### src/rtl/alu_result_tx.sv
// alu_result_tx: frames one ALU result plus flags into a byte stream
// (header, MSB-first payload, XOR checksum) over a strobe/ack link.
module alu_result_tx #(
  parameter int DATA_W  = 32,
  parameter int TIMEOUT = 255
) (
  input  logic              clk,
  input  logic              rst,
  input  logic              res_valid,
  output logic              res_ready,
  input  logic [DATA_W-1:0] res_data,
  input  logic [3:0]        res_flags,
  output logic [7:0]        tx_byte,
  output logic              tx_strb,
  input  logic              tx_ack,
  output logic              tx_busy,
  output logic              tx_err
);

  localparam int NB = DATA_W / 8;
  localparam int IW = $clog2(NB + 2);
  localparam logic [IW-1:0] LAST = IW'(NB + 1);
  localparam logic [15:0] TLIM = 16'(TIMEOUT - 1);

  typedef enum logic [1:0] {
    IDLE,
    SEND,
    GAP
  } state_t;

  state_t state_q, state_d;

  logic [DATA_W-1:0] sh_q;
  logic [3:0]        flags_q;
  logic [IW-1:0]     idx_q;
  logic [7:0]        acc_q;
  logic [15:0]       tcnt_q;
  logic              err_q;

  logic       accept;
  logic       ack_hit;
  logic       last;
  logic       tmo;
  logic [7:0] cur_byte;

  assign accept  = res_valid && (state_q == IDLE);
  assign ack_hit = (state_q == SEND) && tx_ack;
  assign last    = (idx_q == LAST);
  assign tmo     = (state_q == SEND) && !tx_ack
                   && (tcnt_q == TLIM);

  // Payload bytes come from the top of a left-shifting copy.
  always_comb begin
    cur_byte = sh_q[DATA_W-1 -: 8];
    unique case (1'b1)
      (idx_q == '0): cur_byte = {4'hA, flags_q};
      last:          cur_byte = acc_q;
      default:       cur_byte = sh_q[DATA_W-1 -: 8];
    endcase
  end

  always_ff @(posedge clk) begin
    if (rst) begin
      state_q <= IDLE;
    end else begin
      state_q <= state_d;
    end
  end

  always_comb begin
    state_d = state_q;
    unique case (state_q)
      IDLE: begin
        if (accept) state_d = SEND;
      end
      SEND: begin
        if (tx_ack) begin
          state_d = last ? IDLE : GAP;
        end else if (tmo) begin
          state_d = IDLE;
        end
      end
      GAP:     state_d = SEND;
      default: state_d = IDLE;
    endcase
  end

  always_comb begin
    res_ready = (state_q == IDLE);
    tx_strb   = (state_q == SEND);
    tx_busy   = (state_q != IDLE);
    tx_err    = err_q;
    tx_byte   = 8'h00;
    if (state_q == SEND) tx_byte = cur_byte;
  end

  always_ff @(posedge clk) begin
    if (rst) begin
      sh_q    <= '0;
      flags_q <= '0;
      idx_q   <= '0;
      acc_q   <= '0;
      tcnt_q  <= '0;
      err_q   <= 1'b0;
    end else begin
      err_q <= tmo;
      if (accept) begin
        sh_q    <= res_data;
        flags_q <= res_flags;
        idx_q   <= '0;
        acc_q   <= '0;
        tcnt_q  <= '0;
      end else if (ack_hit) begin
        acc_q  <= acc_q ^ cur_byte;
        tcnt_q <= '0;
        if (!last) idx_q <= idx_q + 1'b1;
        if ((idx_q != '0) && !last) sh_q <= sh_q << 8;
      end else if (state_q == SEND) begin
        tcnt_q <= tmo ? '0 : tcnt_q + 16'd1;
      end
    end
  end

endmodule

### config.mk
export PLATFORM = sky130hd
export DESIGN_NAME = alu_result_tx
export DESIGN_NICKNAME = d
export VERILOG_FILES = /design/src/rtl/alu_result_tx.sv
export SDC_FILE = /design/constraint.sdc
export NUM_CORES = 1
export LEC_CHECK = 0
export CORE_UTILIZATION = 53
export DETAILED_ROUTE_END_ITERATION = 16
export GPL_TIMING_DRIVEN = 0
export PLACE_DENSITY = 0.85
export REMOVE_ABC_BUFFERS = 1
export SLEW_MARGIN = 20
export SYNTH_ARGS = -nofsm -noshare
export SYNTH_HDL_FRONTEND = slang
export SYNTH_SLANG_ARGS = --single-unit
### constraint.sdc
create_clock -name clk -period 2.5 [get_ports clk]
set_clock_uncertainty 0.2 [all_clocks]
set_input_delay 0.375 -clock clk [delete_from_list [all_inputs] [get_ports clk]]
set_output_delay 0.375 -clock clk [all_outputs]
set_load 0.01 [all_outputs]
==> reports/results.ini <==
[drt]
first_pass_iters = 4
drc = 0
routed_wire_length_per_instance_um = 14.5
drt_iter0_drc = 174
antenna_violating_nets_post_route = 0
vias = 2839
via_per_inst = 5.64
totalWireLength_mm = 7.27

[synth]
yosys.cell_types.count = 48
ffs_w_async_s_r_synth = 0
postSynth.topFlopCell = sky130_fd_sc_hd__dfxtp_1
yosys_warnings = 0
synth.ff_latch_count = 66
most_common_cell_in_the_netlist = sky130_fd_sc_hd__nand2_1
synth.area.top_cells = sky130_fd_sc_hd__dfxtp_1 42%, sky130_fd_sc_hd__nand2_1 9.0%, sky130_fd_sc_hd__nor2_1 6.5%
netlist_top_cells_count = 75 x sky130_fd_sc_hd__nand2_1, 66 x sky130_fd_sc_hd__dfxtp_1, 54 x sky130_fd_sc_hd__nor2_1
synth_top_cell_by_area = sky130_fd_sc_hd__dfxtp_1
portion_of_synthesized_cell_area_occupied_by_the_leading_cell_type = 0.424
synth_seq_area_share = 0.424
post_synth_instance_area_sq_um = 3120
avg_inst_size_synth_sq_um = 8.16
edff_count_synth = 0
post_synthesis_cells = 382

[floorplan]
die_h_um = 78.7
rows = 27
initial_standard_cell_utilization_of_the_core = 0.559
core_area_sq_um = 5570
die_wd_um = 78.7
i_o_pin_total = 52
die_area_sq_um = 6190

[clock_tree]
cts-htree-levels = 3
clock_latency_ns = 0.34
cts_tree = yes
cts_made_buffers = 9
clock_sink_count = 66
number_of_buffers_added_to_fix_hold_violations_after_cts = 0
clk_path_buf_depth = 2
root_buffer = sky130_fd_sc_hd__clkbuf_8
clk_pin_slew_worst_paths_ns = 0.07

[worst_setup_path]
worstSetupStartpoint = idx_q[0]$_SDFFE_PP0P_
crit_type = reg -> out
r2r-start = idx_q[0]$_SDFFE_PP0P_
crit_path_max_incr_delay_ns = 0.35
cp-end-kind = primary output
crit_buf_inv = 2
cp_top_delay_family = buffers and inverters
worst_ep_required_time_ns = 1.92
critical_path_depth = 6
crit_path_max_fanout = 6
r2r_setup_slack_ns = 0.19
ff2ff_path_depth = 7
worst_path_max_delay_cell = sky130_fd_sc_hd__dfxtp_2
crit_end = tx_byte[3]
capturing_point_of_the_worst_reg2reg_path = sh_q[31]$_SDFFE_PP0P_
path_cells = inv_1 > ha_2 > mux2_4 > o221ai_2 > nor2_1 > dlygate4sd2_1
critical_path.startpoint_type = register
arrival_ns = 1.89

[placed_design]
dp_hpwl_mm = 4.59
gp_congestion = 0.875
dpl-instance-area_sq_um = 3600
placement.io_buffers = 51

[timing]
timing.hold.ws_ns = 0.268
timing_worst_slew_pin_value_ns = 0.783
timing_max_transition_violations_final = 0
slew-limit-headroom = 0.478
final_period_minus_worst_setup_slack_ns = 2.47
timing.final.setup_violations = 0
peak_clock_frequency_supported_by_timing_ghz = 0.405
final_hold_viol_count = 0
final_min_period_over_clock_period = 0.987
rsz0062_at_grt = yes

[layout]
drive_above_1_share = 0.121
final_cell_area_sq_um = 3880
nFillCells = 457
multi_input_comb_area_sq_um = 1720
regArea_sq_um = 1330
antenna-diode-count = 0
fin_nets = 472
area_growth_syn_to_layout_pct = 24.7

[grt]
grt_max_degree = 49
groute.usage.overall = 0.249
global_route.overflow_total = 0
initial_antenna_violation_count = 0
grt_first_pass_wirelength_mm = 12.0
first_global_vias = 2602

[pwr]
pwr_density_cell_nw_per_um2 = 575
worst_ir_drop_vdd_mv = 0.327
leakagePower_nw = 1.35

[min_path]
hold_path_class = reg -> reg
min-delay-start = sh_q[4]$_SDFFE_PP0P_

[run]
max_cap_violations = 0

[status]
run_status = finished, final reports clean

layer usage:
metal	track usage	vias up	part of all wire
met5	0	-	0
met4	0.117	0	0.014
met3	0.0674	13	0.045
met2	0.393	72	0.48
met1	0.313	1321	0.46
li1	-	1433	-
final cells by class:
type | instances | share of cell area
Clock inverter | 3 | 0.00387
Clock buffer | 12 | 0.0399
Tap cell | 72 | 0.0232
Timing Repair Buffer | 57 | 0.141
Inverter | 9 | 0.00870
Multi-Input combinational cell | 284 | 0.442
Sequential cell | 66 | 0.341
per-stage QoR:
stage	utilization	total power [mW]	instances	TNS (ns)	setup slack (ns)
after floorplan	-	1.30	359	-0.0747	-0.0747
after global placement	0.644	1.43	482	-30.92	-0.932
after detailed placement	0.647	1.44	483	-14.75	-0.528
after CTS	0.686	2.23	500	0	0.0267
after global routing	0.697	2.34	503	-0.0623	-0.0581
final	0.697	2.23	503	0	0.0315
logic make-up (layout without fill, tap and decap cells):
family                     Yosys count  in the layout  synth area share
buffers and inverters               32             81            0.0522
xor gates and xnor gates            15             15            0.0422
adders and majority gates            5              5            0.0201
DFF                                 66             66             0.424
and+or+nand+nor                    185            185             0.279
AOI/OAI and AO/OA                   75             75             0.168
muxes                                4              4            0.0149
power by group:
group	switching, mW	leakage, nW	internal [mW]
logic	0.156	0.716	0.143
clock network	0.387	0.0920	0.404
registers	0.0379	0.541	1.11
total	0.580	1.35	1.65
worst min path at each step:
stage	end	slack, ns	cells after the start
CTS	sh_q[4]$_SDFFE_PP0P_	0.27	2
global placement	sh_q[0]$_SDFFE_PP0P_	0.25	2
detailed placement	sh_q[4]$_SDFFE_PP0P_	0.26	2
finish	sh_q[4]$_SDFFE_PP0P_	0.27	2
global route	sh_q[6]$_SDFFE_PP0P_	0.29	2
floorplan	flags_q[0]$_SDFFE_PP0P_	0.24	2
what timing repair did:
action | CTS | global route
cloned | 0 | 0
endpoints found under the setup margin | 40 | 18
gates resized for setup | 25 | 8
endpoints found under the hold margin | 0 | 0
buffers inserted | 2 | 3
pin swaps | 0 | 4
state kept, by name, summed over array words and instances, names as in the netlist:
name / cells
sh_q: 32
tcnt_q: 16
state_q: 2
flags_q: 4
tx_err: 1
idx_q: 3
acc_q: 8
placed cells by master, fill, tap and decap left out, drive strengths merged, types with 2 or more instances in the layout:
cell type,netlist,final
xnor2,9,9
mux2,2,2
nand3b,2,2
ha,5,5
or3,6,6
clkdlybuf4s50,0,42
mux2i,2,2
dfxtp,66,66
a21oi,27,27
buf,12,8
dlygate4sd2,0,5
clkbuf,11,13
and2,3,3
nor3,2,2
nand2,76,76
nand4,8,8
xor2,6,6
nor4,6,6
nand2b,2,2
a311oi,24,24
a211o,2,2
o31ai,2,2
clkinv,0,3
o221ai,4,4
nor2,55,55
nand3,16,16
nor3b,2,2
inv,9,9
o21ai,14,14
tightest hold or removal path: cells and delay by family (launching register included):
family             cells  cell delay, ns
DFF                    1            0.31
and+or+nand+nor        1            0.06
AOI/OAI and AO/OA      1            0.05
Power figures use the tool's default switching activity.
